[config.mk]
export PLATFORM = sky130hd
export DESIGN_NAME = softex_max_rescale_queue
export DESIGN_NICKNAME = d
export VERILOG_FILES = /design/src/rtl/softex_max_rescale_queue_pkg.sv /design/src/rtl/softex_max_rescale_queue_merge_fifo.sv /design/src/rtl/softex_max_rescale_queue.sv
export SDC_FILE = /design/constraint.sdc
export NUM_CORES = 1
export LEC_CHECK = 0
export ABC_AREA = 1
export ABC_CLOCK_PERIOD_IN_PS = 7300
export CAP_MARGIN = 25
export CELL_PAD_IN_SITES_DETAIL_PLACEMENT = 1
export CELL_PAD_IN_SITES_GLOBAL_PLACEMENT = 1
export CORE_MARGIN = 4
export CORE_UTILIZATION = 40
export CTS_CLUSTER_SIZE = 20
export DETAILED_ROUTE_END_ITERATION = 8
export PLACE_DENSITY = 0.9
export SLEW_MARGIN = 10
export SYNTH_ARGS = -nofsm -noshare
export SYNTH_HDL_FRONTEND = slang
export SYNTH_HIERARCHICAL = 1
export SYNTH_SLANG_ARGS = --single-unit
[constraint.sdc]
create_clock -name clk_i -period 7.3 [get_ports clk_i]
set_clock_uncertainty 0.1 [all_clocks]
set_input_delay 1.095 -clock clk_i [delete_from_list [all_inputs] [get_ports clk_i]]
set_output_delay 1.095 -clock clk_i [all_outputs]
set_load 0.02 [all_outputs]
[src/rtl/softex_max_rescale_queue_pkg.sv]
// ----------------------------------------------------------------------------
// softex_max_rescale_queue_pkg
//
// Shared types and helpers for the softmax max/min rescale queue:
//   - fp_format_e / fp_width(): floating-point formats and their bit widths
//   - pos_infty() / neg_infty(): infinity encodings, zero-extended to 64 bits
//   - min_max_mode_t: MAX or MIN tracking mode
//   - FPFORMAT_IN: default format of the extremum values
//   - rescale_req_t: one rescale request {old_max, new_max} in FPFORMAT_IN
// ----------------------------------------------------------------------------
package softex_max_rescale_queue_pkg;

    typedef enum logic [2:0] {
        FP32    = 3'd0,
        FP64    = 3'd1,
        FP16    = 3'd2,
        FP8     = 3'd3,
        FP16ALT = 3'd4
    } fp_format_e;

    typedef enum logic {
        MAX = 1'b0,
        MIN = 1'b1
    } min_max_mode_t;

    localparam fp_format_e FPFORMAT_IN = FP16ALT;

    function automatic int unsigned exp_bits(input fp_format_e fmt);
        case (fmt)
            FP32:    return 8;
            FP64:    return 11;
            FP16:    return 5;
            FP8:     return 5;
            FP16ALT: return 8;
            default: return 8;
        endcase
    endfunction

    function automatic int unsigned man_bits(input fp_format_e fmt);
        case (fmt)
            FP32:    return 23;
            FP64:    return 52;
            FP16:    return 10;
            FP8:     return 2;
            FP16ALT: return 7;
            default: return 23;
        endcase
    endfunction

    function automatic int unsigned fp_width(input fp_format_e fmt);
        return 1 + exp_bits(fmt) + man_bits(fmt);
    endfunction

    // Exponent all ones, mantissa zero, sign clear.
    function automatic logic [63:0] pos_infty(input fp_format_e fmt);
        return ((64'd1 << exp_bits(fmt)) - 64'd1) << man_bits(fmt);
    endfunction

    function automatic logic [63:0] neg_infty(input fp_format_e fmt);
        return pos_infty(fmt) | (64'd1 << (fp_width(fmt) - 1));
    endfunction

    localparam int unsigned WIDTH_IN = fp_width(FPFORMAT_IN);

    typedef struct packed {
        logic [WIDTH_IN-1:0] old_max;
        logic [WIDTH_IN-1:0] new_max;
    } rescale_req_t;

endpackage

[src/rtl/softex_max_rescale_queue_merge_fifo.sv]
// ----------------------------------------------------------------------------
// softex_merge_fifo
//
// Small synchronous FIFO with a masked tail-overwrite port, so an incoming
// item can be folded into the most recently written entry instead of taking
// a new slot. DEPTH need not be a power of two.
//
// Ports:
//   clk_i, rst_ni     clock, synchronous active-low reset
//   clear_i           synchronous flush (same effect as reset)
//   push_i            write data_i at the tail (accepted if not full, or if
//                     a pop happens in the same cycle)
//   tail_we_i         overwrite the bits of the last written entry selected by
//                     tail_mask_i with data_i (ignored when a push is accepted)
//   tail_mask_i       bit mask for the tail overwrite
//   data_i            write data for push and tail overwrite
//   pop_i             advance the head (ignored when empty)
//   head_o            head entry
//   valid_o           FIFO non-empty
//   full_o            FIFO holds DEPTH entries
// ----------------------------------------------------------------------------
module softex_merge_fifo #(
    parameter int unsigned DEPTH      = 2,
    parameter int unsigned DATA_WIDTH = 32
) (
    input  logic                  clk_i,
    input  logic                  rst_ni,
    input  logic                  clear_i,
    input  logic                  push_i,
    input  logic                  tail_we_i,
    input  logic [DATA_WIDTH-1:0] tail_mask_i,
    input  logic [DATA_WIDTH-1:0] data_i,
    input  logic                  pop_i,
    output logic [DATA_WIDTH-1:0] head_o,
    output logic                  valid_o,
    output logic                  full_o
);

    localparam int unsigned PTR_W = (DEPTH > 1) ? $clog2(DEPTH) : 1;
    localparam int unsigned OCC_W = $clog2(DEPTH + 1);
    localparam logic [PTR_W-1:0] LAST_PTR = PTR_W'(DEPTH - 1);
    localparam logic [OCC_W-1:0] FULL_OCC = OCC_W'(DEPTH);

    logic [DATA_WIDTH-1:0] mem [DEPTH];
    logic [PTR_W-1:0]      wr_ptr;
    logic [PTR_W-1:0]      rd_ptr;
    logic [PTR_W-1:0]      tail_ptr;
    logic [OCC_W-1:0]      occ;
    logic                  empty;
    logic                  do_push;
    logic                  do_pop;
    logic                  do_tail;

    function automatic logic [PTR_W-1:0] wrap_inc(input logic [PTR_W-1:0] ptr);
        return (ptr == LAST_PTR) ? '0 : ptr + 1'b1;
    endfunction

    // The tail is the slot just behind the write pointer.
    assign tail_ptr = (wr_ptr == '0) ? LAST_PTR : wr_ptr - 1'b1;
    assign empty    = (occ == '0);
    assign full_o   = (occ == FULL_OCC);
    assign valid_o  = ~empty;
    assign head_o   = mem[rd_ptr];

    assign do_pop  = pop_i & ~empty;
    // When full, a same-cycle pop frees the head slot, which is exactly the
    // slot the write pointer lands on.
    assign do_push = push_i & (~full_o | do_pop);
    assign do_tail = tail_we_i & ~empty & ~do_push;

    always_ff @(posedge clk_i) begin
        // NOTE: all sequential state uses non-blocking assignments so every
        // register samples pre-edge values, independent of statement order.
        if (!rst_ni || clear_i) begin
            wr_ptr <= '0;
            rd_ptr <= '0;
            occ    <= '0;
            // NOTE: storage is cleared too (only DEPTH entries) so the data
            // outputs read zero after reset or clear, not stale contents.
            for (int i = 0; i < int'(DEPTH); i++) begin
                mem[i] <= '0;
            end
        end else begin
            if (do_push) begin
                mem[wr_ptr] <= data_i;
                wr_ptr      <= wrap_inc(wr_ptr);
            end else if (do_tail) begin
                mem[tail_ptr] <= (mem[tail_ptr] & ~tail_mask_i) | (data_i & tail_mask_i);
            end
            if (do_pop) begin
                rd_ptr <= wrap_inc(rd_ptr);
            end
            case ({do_push, do_pop})
                2'b10:   occ <= occ + 1'b1;
                2'b01:   occ <= occ - 1'b1;
                default: occ <= occ;
            endcase
        end
    end

endmodule

[src/rtl/softex_max_rescale_queue.sv]
// ----------------------------------------------------------------------------
// softex_max_rescale_queue
//
// Turns running-extremum updates from the max/min tracker into rescale
// requests (old, new) for the denominator accumulator, buffered in a small
// FIFO. When the FIFO is full and nothing drains, a new update is merged into
// the tail entry: exp(a-b)*exp(b-c) = exp(a-c), so keeping the tail's old value
// and replacing its new value is exact.
//
// Ports:
//   clk_i, rst_ni        clock, synchronous active-low reset
//   clear_i              synchronous clear: empties FIFO, zeroes counter
//   enable_i             gates push, pop and count
//   operation_i          MAX or MIN; selects the "accumulator empty" sentinel
//   new_flg_i            tracker committed a new extremum this cycle
//   cur_max_i            extremum before the update
//   new_max_i            extremum after the update
//   rescale_valid_o      head request valid
//   rescale_ready_i      accumulator accepts the head request
//   rescale_old_o        head old value
//   rescale_new_o        head new value
//   pending_o            FIFO non-empty
//   merged_o             this cycle's update is merged into the tail
//   update_cnt_o         accepted updates, saturating
// ----------------------------------------------------------------------------
module softex_max_rescale_queue
    import softex_max_rescale_queue_pkg::*;
#(
    parameter fp_format_e  FPFORMAT  = FPFORMAT_IN,
    parameter int unsigned DEPTH     = 2,
    parameter int unsigned CNT_WIDTH = 16,
    localparam int unsigned WIDTH    = fp_width(FPFORMAT)
) (
    input  logic                 clk_i,
    input  logic                 rst_ni,
    input  logic                 clear_i,
    input  logic                 enable_i,
    input  min_max_mode_t        operation_i,
    input  logic                 new_flg_i,
    input  logic [WIDTH-1:0]     cur_max_i,
    input  logic [WIDTH-1:0]     new_max_i,
    output logic                 rescale_valid_o,
    input  logic                 rescale_ready_i,
    output logic [WIDTH-1:0]     rescale_old_o,
    output logic [WIDTH-1:0]     rescale_new_o,
    output logic                 pending_o,
    output logic                 merged_o,
    output logic [CNT_WIDTH-1:0] update_cnt_o
);

    localparam logic [WIDTH-1:0] NEG_INF = WIDTH'(neg_infty(FPFORMAT));
    localparam logic [WIDTH-1:0] POS_INF = WIDTH'(pos_infty(FPFORMAT));
    // Merge overwrites only the new-value half of the tail entry.
    localparam logic [2*WIDTH-1:0] NEW_MASK = {{WIDTH{1'b0}}, {WIDTH{1'b1}}};

    logic                 ev;
    logic                 skip;
    logic                 push_req;
    logic                 pop;
    logic                 merge;
    logic                 valid;
    logic                 full;
    logic [WIDTH-1:0]     sentinel;
    logic [2*WIDTH-1:0]   head;
    logic [CNT_WIDTH-1:0] cnt;

    // A current extremum still at its initial infinity means the accumulator
    // holds nothing yet, so there is nothing to rescale.
    assign sentinel = (operation_i == MIN) ? POS_INF : NEG_INF;
    assign ev       = enable_i & new_flg_i;
    assign skip     = (cur_max_i == sentinel);
    assign push_req = ev & ~skip;
    assign pop      = enable_i & valid & rescale_ready_i;
    // Reset and clear win over everything, so no merge is reported then.
    assign merge    = rst_ni & ~clear_i & push_req & full & ~pop;

    softex_merge_fifo #(
        .DEPTH      (DEPTH),
        .DATA_WIDTH (2 * WIDTH)
    ) i_fifo (
        .clk_i       (clk_i),
        .rst_ni      (rst_ni),
        .clear_i     (clear_i),
        .push_i      (push_req & ~merge),
        .tail_we_i   (merge),
        .tail_mask_i (NEW_MASK),
        .data_i      ({cur_max_i, new_max_i}),
        .pop_i       (pop),
        .head_o      (head),
        .valid_o     (valid),
        .full_o      (full)
    );

    always_ff @(posedge clk_i) begin
        if (!rst_ni || clear_i) begin
            cnt <= '0;
        end else if (ev && (cnt != '1)) begin
            cnt <= cnt + 1'b1;
        end
    end

    assign rescale_valid_o = valid;
    assign pending_o       = valid;
    assign rescale_old_o   = head[2*WIDTH-1:WIDTH];
    assign rescale_new_o   = head[WIDTH-1:0];
    assign merged_o        = merge;
    assign update_cnt_o    = cnt;

endmodule
Word-level counts from Yosys, hierarchy flattened
Memory sizes are Yosys's and may differ from the RTL's. A register that Yosys moved wholly into a read port is not among the register bits.
Index checks and enable logic that the tools add are counted.
W data, S select, Z words.

operators by class
  add/subtract/negate cells = 6
  multiply operators = 0
  div/mod/pow operators = 0
  $lt $le $gt $ge = 0
  equal/unequal tests = 5
  shifts and indexed selects = 0
  mux-type cells = 22
  bitwise operators = 22
  reductions and logical operators = 7

operator list
  cell                     count
  $mux W32                 2
  $reduce_or A32 Y1        2
  $or A32 B16 Y32          1
  $mux W1                  18
  $add A16 B1 Y16 const B  1
  $eq A16 B16 Y1           1
  $mux W16                 1
  $ne A16 B16 Y1 const B   1
  $and A1 B1 Y1            13
  $not A1 Y1               7
  $eq A2 B2 Y1 const B     2
  $pmux W2 S2              1
  $add A1 B1 Y1 const B    2
  $add A2 B1 Y2 const B    1
  $eq A2 B1 Y1 const B     1
  $logic_not A2 Y1         1
  $reduce_bool A2 Y1       1
  $sub A2 B1 Y2 const B    1
  $logic_and A1 B1 Y1      1
  $logic_not A1 Y1         1
  $logic_or A1 B1 Y1       1
  $or A1 B1 Y1             1
  $sub A1 B1 Y1 const B    1

word-level totals
  register bits = 20
  bits in latches = 0
  RAM bits = 64
  bits in read-only memories = 0
  input port bits = 39
  output and inout port bits = 51
  word-level logic and storage cells = 67
  memories kept = 1

memories
  memory      depth  bits a word  read ports  clocked after memory_dff  wr ports  RTL line                                   text
  i_fifo.mem  2      32           2           1                         2         softex_max_rescale_queue_merge_fifo.sv:44  logic [DATA_WIDTH-1:0] mem [DEPTH];

Logic depth before layout (Yosys ltp)
  depth after elaboration = 18
  depth in mapped cells = 14
  gate-level depth less buffers = 13

By module
Netlist, hierarchy kept.

modules (own cells, without submodules)
  module                    times used  cells an instance  area each (um^2)  sequential area each (um^2)
  softex_merge_fifo         1           521                4290.4            2021.9
  softex_max_rescale_queue  1           174                1096.1            320.3

Worst setup path after synthesis
OpenSTA, ideal clock, no wires.

  kind = input-to-reg
  start = input rst_ni
  end = memory i_fifo.mem[1][0] (enable)
  library setup time = 0.389 ns
  arrival = 3.020 ns
  setup slack = 3.791 ns
  stages = 9
  buffers on the path = 1
  cells stage by stage = inv_1 -> nor2_1 -> nand3_1 -> nor2_1 -> nand3_1 -> nand2_1 -> nand2_2 -> buf_6 -> nand2_1

RTL lines
  what                RTL line                                   text
  start: declaration  softex_max_rescale_queue.sv:35             input logic rst_ni,
  end: declaration    softex_max_rescale_queue_merge_fifo.sv:44

==> flow_summary.ini <==
[power]
intPower_uw = 899
power_frac_comb_pct = 12.9
power_density_nw_per_um2 = 176
static-leakage-power_uw = 0.00301
p_switching_uw = 308
fin_total_pwr_uw = 1210
power.ir.vdd_worst_mv = 0.149
power.share.sequential_pct = 45.7
part_of_the_power_in_the_clock_network_pct = 41.4
sw_frac_of_total_pct = 25.5

[synthesis]
synthesis.area_sq_um = 5390
yosysTopAreaCell = sky130_fd_sc_hd__edfxtp_1
yosys-top-cells-area = sky130_fd_sc_hd__edfxtp_1 36%, sky130_fd_sc_hd__nand2_1 20%, sky130_fd_sc_hd__dfxtp_1 7.8%
ys_seq_elements = 85
synth_seq_area_share_pct = 43.5
synth_cells = 695
yosysUniqueCellTypes = 33
yosys.area.top_type_share_pct = 35.7
yosysWarningCount = 6
synth.avg_cell_area_sq_um = 7.75

[die]
initial_utilization_pct = 40.8
pin_count = 90
fp.coreArea_sq_um = 13200
die_width_um = 124
fp.dieArea_sq_um = 15400
placement_rows = 42
chipHeight_um = 124

[global_route]
antenna_found_initial = 0
grt_pass1_vias = 5521
grt_overflow = 0
grt_first_pass_wirelength_mm = 28.8
grt_max_degree = 37
track_usage_pct = 24.4

[detailed_routing]
wl_mm = 18.1
wire_per_inst_um = 17.9
drt_pre_antenna_iters = 7
route.antenna.remaining_nets = 0
route.vias.total = 5271
routed_via_density = 5.21
detailedRoute.firstIterationViolations = 406
post-route-drc-count = 0

[worst_setup_path]
crit_family = simple AND/OR/NAND/NOR gates
worst_ep_required_time_ns = 7.22
setup.worst_path.end_class = flop
critPathMostFrequentCell = sky130_fd_sc_hd__nand2_1
worst_r2r_endpoint = i_fifo/mem[0][29]$_SDFFCE_PN0P_
path_depth = 11
critPathMaxStageDelay_ns = 0.78
critical_path_slowest_stage_cell = sky130_fd_sc_hd__nand2_1
ff2ff_setup_slack_ns = 3.33
crit_type = in -> reg
crit_chain = clkdlybuf4s50_1 -> nor4_1 -> nand4_1 -> nand2_1 -> nor2_1 -> nand2_4 -> nand2_1 -> nand2_1 -> nand2_2 -> nand2_1 -> buf_4
rr_worst_depth = 12
worst-path-buf-inv = 2
worstSetupStartpointType = primary input
critical_path_peak_fanout = 36
arrival_ns = 4.97
worst_r2r_startpoint = i_fifo/occ[0]$_SDFFE_PP0P_

[placed_design]
dpl_worst_slack_ns = 2.15
hpwl_mm = 12.6
dp_cells = 996
place_congestion = 0.757
number_of_buffers_added_on_ports = 89

[finish]
final_core_util_pct = 52.1
nets = 872
final_layout_size_suffix_gt1_share_pct = 10.3
final-instance-count-excl-fill = 1012
flow.area_growth_from_synthesis_pct = 27.5
num_antenna_cells = 0

[sta]
finalSetupViolCount = 0
final_max_slew_viol_count = 0
unrepaired_setup_endpoints_after_global_routing = false
max_slew_margin_pct = 35.1
final-hold-violation-count = 0
worst_slew_pin_slew_ns = 0.971
post_route_setup_tns_ns = 0
finalWorstSetupSlack_ns = 2.25
final_critical_path_required_period_ns = 5.05
maxClockFrequency_mhz = 198
min_period_over_period_pct = 69.2

[worst_hold_path]
timing.hold.worst.class = reg -> reg
hold-path-endpoint = i_fifo/rd_ptr$_SDFFE_PP0P_
hold-path-cell-count = 1
hold_path_startpoint = i_fifo/rd_ptr$_SDFFE_PP0P_

[cts]
numCtsBuffers = 9
cts-root-buf = sky130_fd_sc_hd__clkbuf_16
clkTransAtPathRegs_ns = 0.06
clock_network_latency_to_the_later_pin_of_the_worst_skew_pair_ns = 0.35
postCtsResizedCells = 0
ctsLongestPathBuffers = 2
cts.htree.levels = 3
tritoncts_clock_tree = yes
cts_hold_buffers = 0
cts.sink_count = 85
cts_setup_buffers = 0

[outcome]
run_status = complete, no violations

[run]
drv.max_cap_violation_count = 0
-- metal layers --
layer / share of wire, % / vias to the layer above / track usage, %
met5: 0 / - / 0
met4: 3.3 / 0 / 9.45
met2: 52 / 168 / 44.0
met1: 40 / 2583 / 29.0
met3: 4.6 / 42 / 4.27
li1: - / 2478 / -
-- how the worst max path moves through the flow --
stage                       from                               to  slack (ns)
finish              cur_max_i[3]  i_fifo/mem[0][29]$_SDFFCE_PN0P_        2.25
global placement    cur_max_i[3]  i_fifo/mem[0][28]$_SDFFCE_PN0P_        2.33
CTS                 cur_max_i[3]  i_fifo/mem[0][17]$_SDFFCE_PN0P_        2.34
global route        cur_max_i[1]   i_fifo/mem[0][1]$_SDFFCE_PN0P_        2.14
floorplan                 rst_ni   i_fifo/mem[1][0]$_SDFFCE_PN0P_        3.79
detailed placement  cur_max_i[3]  i_fifo/mem[0][30]$_SDFFCE_PN0P_        2.15
-- per-stage QoR --
step | instance area [sq um] | hold WS [ns]
finish | 6870 | 0.385
global route | 6870 | 0.399
CTS | 6870 | 0.388
detailed placement | 6550 | 0.344
global placement | 6520 | 0.333
floorplan | 5620 | 0.325
-- cell usage after synthesis --
cell type and n:
sky130_fd_sc_hd__edfxtp_1 64, sky130_fd_sc_hd__o21ai_4 1, sky130_fd_sc_hd__nand4_1 7, sky130_fd_sc_hd__nand3b_1 1
sky130_fd_sc_hd__mux2_2 30, sky130_fd_sc_hd__xnor2_1 4, sky130_fd_sc_hd__conb_1 2, sky130_fd_sc_hd__o21ai_1 1
sky130_fd_sc_hd__dfxtp_1 21, sky130_fd_sc_hd__clkbuf_1 2, sky130_fd_sc_hd__inv_1 51, sky130_fd_sc_hd__a21oi_2 13
sky130_fd_sc_hd__nand3_1 38, sky130_fd_sc_hd__xor2_1 3, sky130_fd_sc_hd__nor4_1 1, sky130_fd_sc_hd__o21ai_0 8
sky130_fd_sc_hd__mux2_1 2, sky130_fd_sc_hd__buf_6 10, sky130_fd_sc_hd__nand2_4 2, sky130_fd_sc_hd__nor2_2 2
sky130_fd_sc_hd__nand3_4 1, sky130_fd_sc_hd__nand2_1 290, sky130_fd_sc_hd__inv_2 3, sky130_fd_sc_hd__buf_2 10
sky130_fd_sc_hd__nand3_2 5, sky130_fd_sc_hd__a21oi_1 67, sky130_fd_sc_hd__nand2_2 7, sky130_fd_sc_hd__ha_1 2
sky130_fd_sc_hd__clkinv_1 1, sky130_fd_sc_hd__nor2_1 35, sky130_fd_sc_hd__buf_4 8, sky130_fd_sc_hd__nor2_4 2
sky130_fd_sc_hd__and3_1 1
-- registers in the layout, indices dropped and copies added, names as in the netlist, named ones only --
signal,count
i_fifo/mem,64
i_fifo/wr_ptr,1
update_cnt_o,16
i_fifo/rd_ptr,1
i_fifo/occ,2
-- final cells by class --
| type | instances | area, sq um |
|---|---|---|
| clock buffer | 9 | 225 |
| clock inverter | 7 | 90.1 |
| fill | 1628 | 6320 |
| inverter | 55 | 206 |
| multi-input combinational | 587 | 2840 |
| sequential | 85 | 2340 |
| tap | 176 | 220 |
| timing repair buffer | 93 | 941 |
-- layout by cell type (no fill, tap or decap), types with 3 or more instances in the layout --
master and count:
sky130_fd_sc_hd__xor2_1 3, sky130_fd_sc_hd__nand2_2 7, sky130_fd_sc_hd__edfxtp_1 64, sky130_fd_sc_hd__nor2_1 35
sky130_fd_sc_hd__mux2_2 30, sky130_fd_sc_hd__a21oi_2 13, sky130_fd_sc_hd__nand3_2 5, sky130_fd_sc_hd__o21ai_0 8
sky130_fd_sc_hd__xnor2_1 4, sky130_fd_sc_hd__nand4_1 7, sky130_fd_sc_hd__nand2_1 290, sky130_fd_sc_hd__inv_2 3
sky130_fd_sc_hd__clkbuf_16 9, sky130_fd_sc_hd__a21oi_1 67, sky130_fd_sc_hd__conb_1 64, sky130_fd_sc_hd__inv_1 51
sky130_fd_sc_hd__nand3_1 38, sky130_fd_sc_hd__buf_4 3, sky130_fd_sc_hd__clkdlybuf4s50_1 89, sky130_fd_sc_hd__dfxtp_1 20
-- power groups by stage --
stage                     Combinational, uW  Clock [uW]  Sequential [uW]
final                                   155         500              552
after global placement                  143           0              559
after CTS                               152         502              552
after detailed placement                150           0              562
after floorplan                        84.4           0              557
after global routing                    169         523              554
-- kinds of logic (layout without fill, tap and decap cells) --
kind of cell	after synthesis	count (layout)	share of synthesized area (%)
buf+inv	85	164	8.11
flops	85	85	43.5
fa+ha+maj	2	2	0.465
mux	32	32	6.69
simple gates	392	392	30.5
compound gates	90	90	9.48
xor+xnor	7	7	1.14
other cells	2	64	0.139
-- worst reg2reg max path, stage by stage (launching register included) --
cell,delay (ns)
sky130_fd_sc_hd__dfxtp_1,0.43
sky130_fd_sc_hd__nor2_1,0.08
sky130_fd_sc_hd__inv_1,0.13
sky130_fd_sc_hd__nand3_1,0.13
sky130_fd_sc_hd__nand3_1,0.14
sky130_fd_sc_hd__inv_1,0.06
sky130_fd_sc_hd__nor2_1,0.31
sky130_fd_sc_hd__nand2_4,0.37
sky130_fd_sc_hd__nand2_1,0.17
sky130_fd_sc_hd__nand2_1,0.08
sky130_fd_sc_hd__nand2_2,0.53
sky130_fd_sc_hd__nand2_1,0.69
sky130_fd_sc_hd__buf_4,0.46
(Power assumes the default switching activity.)
